**config.mk**
```make
export PLATFORM = sky130hd
export DESIGN_NAME = load_align
export DESIGN_NICKNAME = d
export VERILOG_FILES = /design/src/rtl/writeback_unit_pkg.sv /design/src/rtl/writeback_unit_load_align.sv
export SDC_FILE = /design/constraint.sdc
export NUM_CORES = 1
export LEC_CHECK = 0
export CAP_MARGIN = 0
export CORE_MARGIN = 2
export CORE_UTILIZATION = 40
export DETAILED_ROUTE_END_ITERATION = 8
export GPL_ROUTABILITY_DRIVEN = 0
export PLACE_DENSITY = 0.89
export SETUP_SLACK_MARGIN = 0.1
export SYNTH_ARGS = -nofsm -noshare
export SYNTH_HDL_FRONTEND = slang
export SYNTH_SLANG_ARGS = --single-unit
```
**constraint.sdc**
```tcl
create_clock -name vclk -period 2.2
set_input_delay 0.44 -clock vclk [all_inputs]
set_output_delay 0.44 -clock vclk [all_outputs]
set_load 0.02 [all_outputs]
```
**src/rtl/writeback_unit_pkg.sv**
```systemverilog
// Shared constants for the writeback stage: datapath width, load funct3
// encodings and the writeback FSM state encoding.
package writeback_unit_pkg;

  localparam int unsigned XLEN = 32;

  localparam logic [2:0] F3_LB  = 3'b000;
  localparam logic [2:0] F3_LH  = 3'b001;
  localparam logic [2:0] F3_LW  = 3'b010;
  localparam logic [2:0] F3_LBU = 3'b100;
  localparam logic [2:0] F3_LHU = 3'b101;

  typedef enum logic [1:0] {
    ST_IDLE  = 2'd0,
    ST_LOAD  = 2'd1,
    ST_WRITE = 2'd2
  } wb_state_e;

endpackage : writeback_unit_pkg

```
**src/rtl/writeback_unit_load_align.sv**
```systemverilog
// Load data aligner: selects the addressed byte/halfword of a read word and
// sign- or zero-extends it to XLEN. Unlisted funct3 codes behave as LW.
module load_align
  import writeback_unit_pkg::*;
(
  input  logic [2:0]      funct3_i,
  input  logic [1:0]      off_i,
  input  logic [XLEN-1:0] word_i,
  output logic [XLEN-1:0] aligned_o
);

  logic [7:0]  byte_v;
  logic [15:0] half_v;

  // NOTE: every signal written in always_comb gets a value on every path
  // (full case or default first), otherwise synthesis infers a latch.
  always_comb begin
    case (off_i)
      2'd0:    byte_v = word_i[7:0];
      2'd1:    byte_v = word_i[15:8];
      2'd2:    byte_v = word_i[23:16];
      default: byte_v = word_i[31:24];
    endcase
  end

  // Halfword selection looks only at off[1]; off[0] is ignored.
  assign half_v = off_i[1] ? word_i[31:16] : word_i[15:0];

  always_comb begin
    case (funct3_i)
      F3_LB:   aligned_o = {{(XLEN-8){byte_v[7]}}, byte_v};
      F3_LBU:  aligned_o = {{(XLEN-8){1'b0}}, byte_v};
      F3_LH:   aligned_o = {{(XLEN-16){half_v[15]}}, half_v};
      F3_LHU:  aligned_o = {{(XLEN-16){1'b0}}, half_v};
      default: aligned_o = word_i;
    endcase
  end

endmodule : load_align

```
==> flow_summary.toml, run 1 <==
[status]
outcome = "aborted with a tool error"
last-stage-reached = "5_1_grt"
firstError = "[ERROR DPL-0038] Utilization greater than 100%, impossible to legalize"

[place]
post-dp-hpwl_mm = 3.99
port-buffer-count = 69
cells_after_dpl = 264
preCtsSetupSlack_ns = -0.846

[logic_synthesis]
synth_area_leaders = "mux4_1 (19%), nor2_1 (10%), o22ai_1 (10%)"
synthesized_netlist_net_count = 170
ys.warnings.count = 0
synthTopCellsByCount = "nor2_1 (27), o22ai_1 (16), a21oi_1 (15)"
synth_top_area_share_pct = 19.0
synth_most_common_cell = "nor2_1"
postSynthCellCount = 133
synth.yosys.seq_area_share_pct = 0
syn_avg_cell_area_sq_um = 7.29
synth_cell_type_count = 26
synth.cell_area_sq_um = 970
yosys.area.top_type = "mux4_1"

[floorplanning]
die-height_um = 53.2
number_of_standard_cell_rows_in_the_floorplan = 17
design.portCount = 69
chipWidth_um = 53.2
initial_util_pct = 43.0

[sta]
grt_repair_worst_endpoint = "aligned_o[13]"
worst_endpoint_kind = "primary output"

[global_routing]
pin_count_of_the_biggest_net_entering_global_routing = 24

[clocking]
total_of_hold_buffers_inserted_after_clock_tree_synthesis = 0
## kinds of logic after synthesis
logic type	Yosys count	synth area share, %
AOI/OAI and AO/OA	51	39.6
and+or+nand+nor	46	20.9
buffers and inverters	25	15.4
muxes	11	24.1
## stage by stage
stage	instance area (sq um)	hold slack, ns
3_5_place_dp	1990	2.00
3_3_place_gp	1990	1.98
2_1_floorplan	970	1.02
4_1_cts	2040	1.32
## timing repair
item | 4_1_cts
buffers inserted | 8
setup endpoints to repair | 32
resized for setup | 235
pin swaps | 6
cloned | 4
==> run 2: changes to the inputs <==
--- a/config.mk
+++ b/config.mk
@@ -6,12 +6,11 @@
 export NUM_CORES = 1
 export LEC_CHECK = 0
 export CAP_MARGIN = 0
-export CORE_MARGIN = 2
-export CORE_UTILIZATION = 40
+export CORE_AREA = 2 2 63 65
 export DETAILED_ROUTE_END_ITERATION = 8
+export DIE_AREA = 0 0 65 67
 export GPL_ROUTABILITY_DRIVEN = 0
-export PLACE_DENSITY = 0.89
-export SETUP_SLACK_MARGIN = 0.1
+export PLACE_DENSITY_LB_ADDON = 0.15
 export SYNTH_ARGS = -nofsm -noshare
 export SYNTH_HDL_FRONTEND = slang
 export SYNTH_SLANG_ARGS = --single-unit
==> run 2 against run 1 <==
The run now ends clean. Synthesized cell count stayed put. Area after synthesis stayed put.
==> flow_summary.toml, run 2 <==
[global_routing]
first_global_vias = 1494
antenna_violations_before_repair = 0
grt_util_all_layers_pct = 20.5
grt_first_pass_wirelength_mm = 7.20
gr-total-overflow = 0
pin_count_of_the_biggest_net_entering_global_routing = 17

[setup_path]
worstPathCellList = "clkdlybuf4s50_1 -> mux4_1 -> nor2_1 -> a311oi_1 -> buf_2"
critPathMaxFanout = 2
crit_path_top_delay_cell = "mux4_1"
cp.required_ns = 1.76
worstPathArrival_ns = 1.72
critPathCaptureType = "output port"
critical_path.max_stage_delay_ns = 0.51
worstSetupPathType = "primary input to output port"
startpoint_type = "primary input"

[routing]
drt_iter0_markers = 112
firstDrtPassIters = 4
route.final.wire_length_mm = 4.55
drt-wirelength-per-cell_um = 15.7
final_antenna_net_count = 0
dr_total_vias = 1490
drc = 0
detail_route.vias_per_cell = 5.16

[layout]
final_cell_count_no_fill = 289
layout-drive-gt1-share_pct = 46.1
multi_input_gate_area_in_the_final_layout_sq_um = 858
clock_buffers = 0
mostFrequentLayoutCell = "buf_4"
seq_cell_count = 0
final.fill_count = 353
final_cell_mix = "buf_4 (51), clkdlybuf4s50_1 (27), buf_2 (27), nor2_1 (24), o22ai_1 (16)"
finish.net_count = 280
area_growth_syn_to_layout_pct = 105
area.sequential_sq_um = 0
insertedDiodeCount = 0

[logic_synthesis]
synth_most_common_cell = "nor2_1"
synth.cell_area_sq_um = 970
synthesized_netlist_net_count = 170
synth_area_leaders = "mux4_1 (19%), nor2_1 (10%), o22ai_1 (10%)"
synth.yosys.seq_area_share_pct = 0
yosys.area.top_type = "mux4_1"
synthTopCellsByCount = "nor2_1 (27), o22ai_1 (16), a21oi_1 (15)"
synth_cell_type_count = 26
synth_top_area_share_pct = 19.0
ys.warnings.count = 0
postSynthCellCount = 133
syn_avg_cell_area_sq_um = 7.29

[place]
cells_after_dpl = 284
post-dp-hpwl_mm = 3.42
port-buffer-count = 69
preCtsSetupSlack_ns = -0.795

[pwr]
power.ir.vdd_worst_v = 0.000126
power.static_leakage_nw = 0.925
pwr_density_cell_nw_per_um2 = 263
fin_total_pwr_w = 0.000524

[floorplanning]
die-height_um = 67
chipWidth_um = 65
initial_util_pct = 26.9
core_sq_um = 3610
number_of_standard_cell_rows_in_the_floorplan = 22
design.portCount = 69
die_area_sq_um = 4360

[sta]
timing.max_slew.rel_slack_pct = 77.2
clock.fmax_mhz = 463
setup_ws_ns = 0.0400
finalSetupViolations = 0
min_period_ns = 2.16
final_hold_viol_count = 0
fin_worst_hold_slack_ns = 1.32
timing_worst_slew_pin_value_ns = 0.343
post-route-period-util_pct = 98.2
max_slew_violation_count = 0

[hold_path]
hp-class = "primary input to output port"

[run]
timing.max_cap.violations = 0

[clocking]
total_of_hold_buffers_inserted_after_clock_tree_synthesis = 0

[status]
outcome = "complete, no violations"
## run 2: cell counts after synthesis
Identical to the previous run, type by type.
## run 2: area by class of cell
| cell class | instances | share of cell area, % |
|---|---|---|
| well taps | 48 | 3.02 |
| multi-input cells | 108 | 43.1 |
| repair buffers | 123 | 52.0 |
| inverters | 10 | 1.88 |
## run 2: worst paths after layout
path / start / endpoint / cells after the start
worst min-delay path: word_i[12] / aligned_o[12] / 4
worst max-delay path: word_i[11] / aligned_o[3] / 5
## run 2: worst max-delay path, delay by kind of cell
kind / cells / cell delay (ns)
buffers and inverters: 2 / 0.61
AO/OA/AOI/OAI: 1 / 0.05
multiplexers: 1 / 0.51
AND/OR/NAND/NOR: 1 / 0.10
## run 2: repair_timing
item / CTS / global route
gates resized for setup: 167 / 21
endpoints found under the setup margin: 32 / 21
gates cloned: 3 / 0
pin swaps: 3 / 4
setup buffers: 2 / 0
## run 2: cell families after synthesis
| family | synth area share [%] |
|---|---|
| AND/OR/NAND/NOR | 20.9 |
| multiplexers | 24.1 |
| buffers and inverters | 15.4 |
| AO/OA/AOI/OAI | 39.6 |
## run 2: through the flow
step           util (%)  instance area (sq um)   TNS (ns)
2_1_floorplan         -                    970          0
3_3_place_gp       56.2                   2030     -21.83
3_5_place_dp       56.2                   2030     -22.56
4_1_cts            54.7                   1970          0
5_1_grt            55.2                   1990  -0.000854
6_report           55.2                   1990          0
## run 2: metal layers
| layer | share of wire [%] | wire length, um | vias up | global-route usage (%) |
|---|---|---|---|---|
| li1 | - | - | 735 | - |
| met1 | 43 | 1940 | 683 | 27.0 |
| met2 | 49 | 2230 | 69 | 37.0 |
| met3 | 7.6 | 344 | 3 | 2.70 |
| met4 | 0.73 | 33 | 0 | 1.86 |
| met5 | 0 | 0 | - | 0 |
## run 2: power breakdown
part | total [W] | switching (W) | internal, W
Sequential | 0 | 0 | 0
Clock | 0 | 0 | 0
Combinational | 0.000524 | 0.000260 | 0.000264
Total | 0.000524 | 0.000260 | 0.000264
Power figures use the tool's default switching activity.
==> run 3: changes to the inputs <==
==> constraint.sdc (replaced) <==
create_clock -name vclk -period 2.2
set_input_delay 0.22 -clock vclk [all_inputs]
set_output_delay 0.22 -clock vclk [all_outputs]
set_load 0.02 [all_outputs]
==> run 3 against run 2 <==
First-iteration DRC count fell by 43%. Combinational power fell by 13%. Wire length decreased by 8.3%. Sequential cell count unchanged. Critical endpoint is now aligned_o[22]. Final area down 13%.
==> flow_summary.toml, run 3 (synthesized netlist as in run 2, its figures left out) <==
[layout]
finish.net_count = 256
multi_input_gate_area_in_the_final_layout_sq_um = 823
mostFrequentLayoutCell = "clkdlybuf4s50_1"
area_growth_syn_to_layout_pct = 79.5
final_cell_mix = "clkdlybuf4s50_1 (36), buf_4 (28), nor2_1 (26), clkbuf_2 (23), o22ai_1 (16)"
seq_cell_count = 0
final.fill_count = 370
final_design_area_no_fill_sq_um = 1740
clock_buffers = 0
final_core_utilization_pct = 48.3
final_cell_count_no_fill = 265
area.sequential_sq_um = 0
layout-drive-gt1-share_pct = 29.0
insertedDiodeCount = 0

[routing]
firstDrtPassIters = 4
drt-wirelength-per-cell_um = 15.7
dr_total_vias = 1402
top_layer = "met4"
route.final.wire_length_mm = 4.17
drc = 0
route.layer.met1.wl_mm = 1.78
detail_route.vias_per_cell = 5.29
drt_iter0_markers = 64
final_antenna_net_count = 0
wl_met3_um = 300
wl_met2_mm = 2.01

[setup_path]
crit_path_top_delay_cell = "clkdlybuf4s50_1"
critPathCaptureType = "output port"
startpoint_type = "primary input"
cp.required_ns = 1.98
worstPathCellList = "clkdlybuf4s50_1 -> buf_12 -> nor2b_1 -> a22oi_4 -> buf_4 -> o22ai_1 -> clkdlybuf4s15_1"
worstSetupPathType = "primary input to output port"
crit_start = "off_i[1]"
critical_path.max_stage_delay_ns = 0.50
critPathMaxFanout = 20
worstPathArrival_ns = 1.93

[place]
cells_after_dpl = 265
post-dp-hpwl_mm = 3.39
preCtsSetupSlack_ns = -0.300
dpl_cell_area_sq_um = 1860
port-buffer-count = 69

[run]
timing.max_cap.violations = 0

[pwr]
power.static_leakage_nw = 0.773
power.ir.vdd_worst_v = 0.0000826
pwr_density_cell_nw_per_um2 = 261

[hold_path]
hp-class = "primary input to output port"
hp-start = "word_i[17]"

[sta]
max_slew_violation_count = 0
grt_setup_unrepaired = "false"
timing.max_slew.rel_slack_pct = 69.6
final_hold_viol_count = 0
finalSetupViolations = 0
setup_ws_ns = 0.0512
clock.fmax_mhz = 465
timing_worst_slew_pin_value_ns = 0.455
post-route-period-util_pct = 97.7
min_period_ns = 2.15

[global_routing]
gr-total-overflow = 0
grt_first_pass_wirelength_mm = 6.61
grt_util_all_layers_pct = 19.0
first_global_vias = 1405
pin_count_of_the_biggest_net_entering_global_routing = 21
antenna_violations_before_repair = 0

[floorplanning]
die-height_um = 67
chipWidth_um = 65
core_sq_um = 3610
initial_util_pct = 26.9
number_of_standard_cell_rows_in_the_floorplan = 22
design.portCount = 69
die_area_sq_um = 4360

[clocking]
total_of_hold_buffers_inserted_after_clock_tree_synthesis = 0
post_cts.repair.setup_buffers = 0

[status]
outcome = "complete, no violations"
## run 3: cell count changes in the layout (fill, tap and decap cells not counted), sizes merged
cell | previous run | this run
buf | 86 | 30
bufbuf | 1 | 0
clkbuf | 4 | 23
clkdlybuf4s15 | 2 | 5
clkdlybuf4s50 | 27 | 36
dlygate4sd2 | 2 | 5
dlymetal6s2s | 1 | 0
## run 3: final cells by class
type	instances	area share (%)
multi-input cells	108	47.3
well taps	48	3.45
inverters	10	2.16
repair buffers	99	47.1
## run 3: repair_timing
item,in CTS,in global routing
hold endpoints to repair,0,0
endpoints found under the setup margin,32,28
gates resized for setup,36,58
gates cloned,0,0
## run 3: where the power goes
part           internal [W]  switching (W)  leakage, nW  total (W)
Clock                     0              0            0          0
Sequential                0              0            0          0
Combinational      0.000217       0.000238        0.773   0.000455
## run 3: worst paths after layout
check,to,slack (ns),depth (start not counted)
max,aligned_o[22],0.05,7
min,aligned_o[1],1.18,4
## run 3: metal layers
metal  vias to the layer above  global-route usage (%)
li1                        683                       -
met1                       646                    24.9
met2                        65                    33.9
met3                         8                    1.86
met4                         0                    3.46
met5                         -                       0
## run 3: metrics by stage
stage | hold WS, ns | total power, W | TNS, ns
after CTS | 1.33 | 0.000466 | 0
after global routing | 1.20 | 0.000488 | 0
after detailed placement | 1.55 | 0.000505 | -8.15
final | 1.18 | 0.000455 | 0
after global placement | 1.54 | 0.000501 | -7.94
after floorplan | 0.581 | 0.000248 | 0
## run 3: worst max-delay path, delay by kind of cell
family                 cells  cell delay (ns)
AND/OR/NAND/NOR            1             0.22
AO/OA/AOI/OAI              2             0.28
buffers and inverters      4             1.20
==> run 4: changes to the inputs <==
--- a/config.mk
+++ b/config.mk
@@ -11,6 +11,7 @@
 export DIE_AREA = 0 0 65 67
 export GPL_ROUTABILITY_DRIVEN = 0
 export PLACE_DENSITY_LB_ADDON = 0.15
+export REMOVE_ABC_BUFFERS = 1
 export SYNTH_ARGS = -nofsm -noshare
 export SYNTH_HDL_FRONTEND = slang
 export SYNTH_SLANG_ARGS = --single-unit
==> run 4 against run 3 <==
Sequential cell count is the same. Combinational power is essentially flat. Cell count shrank 1.1%. Fmax is essentially flat. Critical path type unchanged.
==> flow_summary.toml, run 4 (synthesized netlist as in run 2, its figures left out) <==
[status]
outcome = "complete, no violations"

[pwr]
fin_total_pwr_w = 0.000454
power.ir.vdd_worst_v = 0.000101
pwr_density_cell_nw_per_um2 = 262
power.static_leakage_nw = 0.766

[layout]
area_growth_syn_to_layout_pct = 78.6
clock_buffers = 0
area.sequential_sq_um = 0
insertedDiodeCount = 0
layout-drive-gt1-share_pct = 29.4
seq_cell_count = 0
final_design_area_no_fill_sq_um = 1730
finish.net_count = 253
final_cell_mix = "clkdlybuf4s50_1 (36), nor2_1 (26), clkbuf_2 (26), buf_4 (23), o22ai_1 (16)"
mostFrequentLayoutCell = "clkdlybuf4s50_1"

[setup_path]
critical-path-top-delay-family = "buffers and inverters"
critical_path.most_common_cell = "buf_12"
worstPathArrival_ns = 1.93
worstPathCellList = "clkdlybuf4s50_1 -> buf_12 -> nor2b_1 -> a22oi_4 -> buf_12 -> o22ai_1 -> clkdlybuf4s15_1"
critPathCaptureType = "output port"
startpoint_type = "primary input"
critical_path.max_stage_delay_ns = 0.51
crit_path_top_delay_cell = "clkdlybuf4s50_1"
worstSetupPathType = "primary input to output port"
critPathMaxFanout = 22
worstPathBufferInverterCount = 4
cp.required_ns = 1.98

[routing]
detail_route.vias_per_cell = 5.40
drc = 0
final_antenna_net_count = 0
dr_total_vias = 1416
drt-wirelength-per-cell_um = 15.3
firstDrtPassIters = 4
drt_iter0_markers = 100
route.final.wire_length_mm = 4.00

[run]
timing.max_cap.violations = 0

[global_routing]
first_global_vias = 1378
pin_count_of_the_biggest_net_entering_global_routing = 23
grt_first_pass_wirelength_mm = 6.50
grt_util_all_layers_pct = 18.5
gr-total-overflow = 0
antenna_violations_before_repair = 0

[floorplanning]
chipWidth_um = 65
initial_util_pct = 26.9
design.portCount = 69
die_area_sq_um = 4360
core_sq_um = 3610
number_of_standard_cell_rows_in_the_floorplan = 22
die-height_um = 67

[sta]
finalSetupViolations = 0
final_hold_viol_count = 0
grt_setup_unrepaired = "false"
max_slew_violation_count = 0
post-route-period-util_pct = 97.7
timing.max_slew.rel_slack_pct = 70.2
timing_worst_slew_pin_value_ns = 0.447
clock.fmax_mhz = 465
min_period_ns = 2.15

[place]
dpl_cell_area_sq_um = 1860
post-dp-hpwl_mm = 3.11
port-buffer-count = 69

[hold_path]
hp-class = "primary input to output port"

[clocking]
total_of_hold_buffers_inserted_after_clock_tree_synthesis = 0
post_cts.repair.setup_buffers = 0
run 4: final cells by class:
cell class / instances / area, sq um
Fill cell: 389 / 1870
Multi-Input combinational cell: 108 / 823
Timing Repair Buffer: 96 / 811
Tap cell: 48 / 60.1
Inverter: 10 / 37.5
run 4: final timing paths:
path	startpoint	endpoint	cells after the start
setup / recovery	off_i[1]	aligned_o[29]	7
hold / removal	word_i[16]	aligned_o[0]	4
run 4: routing by layer:
metal	share of wire (%)	track usage, %	wire length (um)
met1	42	23.1	1660
met2	50	34.8	1990
met3	8.6	3.21	345
met4	0	0.266	0
met5	0	0	0
run 4: where the power goes:
part / internal [W] / switching [W]
clock network: 0 / 0
logic: 0.000218 / 0.000236
registers: 0 / 0
total: 0.000218 / 0.000236
run 4: repair_timing:
item | in CTS | in global routing
hold endpoints to repair | 0 | 0
endpoints found under the setup margin | 32 | 31
gates resized for setup | 39 | 63
run 4: metrics by stage:
step	util [%]	hold WS [ns]	setup TNS (ns)	std cells	setup WS, ns
floorplan	-	0.581	0	118	0.570
global placement	51.6	1.55	-7.76	262	-0.300
detailed placement	51.6	1.55	-7.97	262	-0.333
CTS	50.7	1.31	0	262	0.00125
global route	48.0	1.21	0	262	0.00126
finish	48.0	1.16	0	262	0.0506
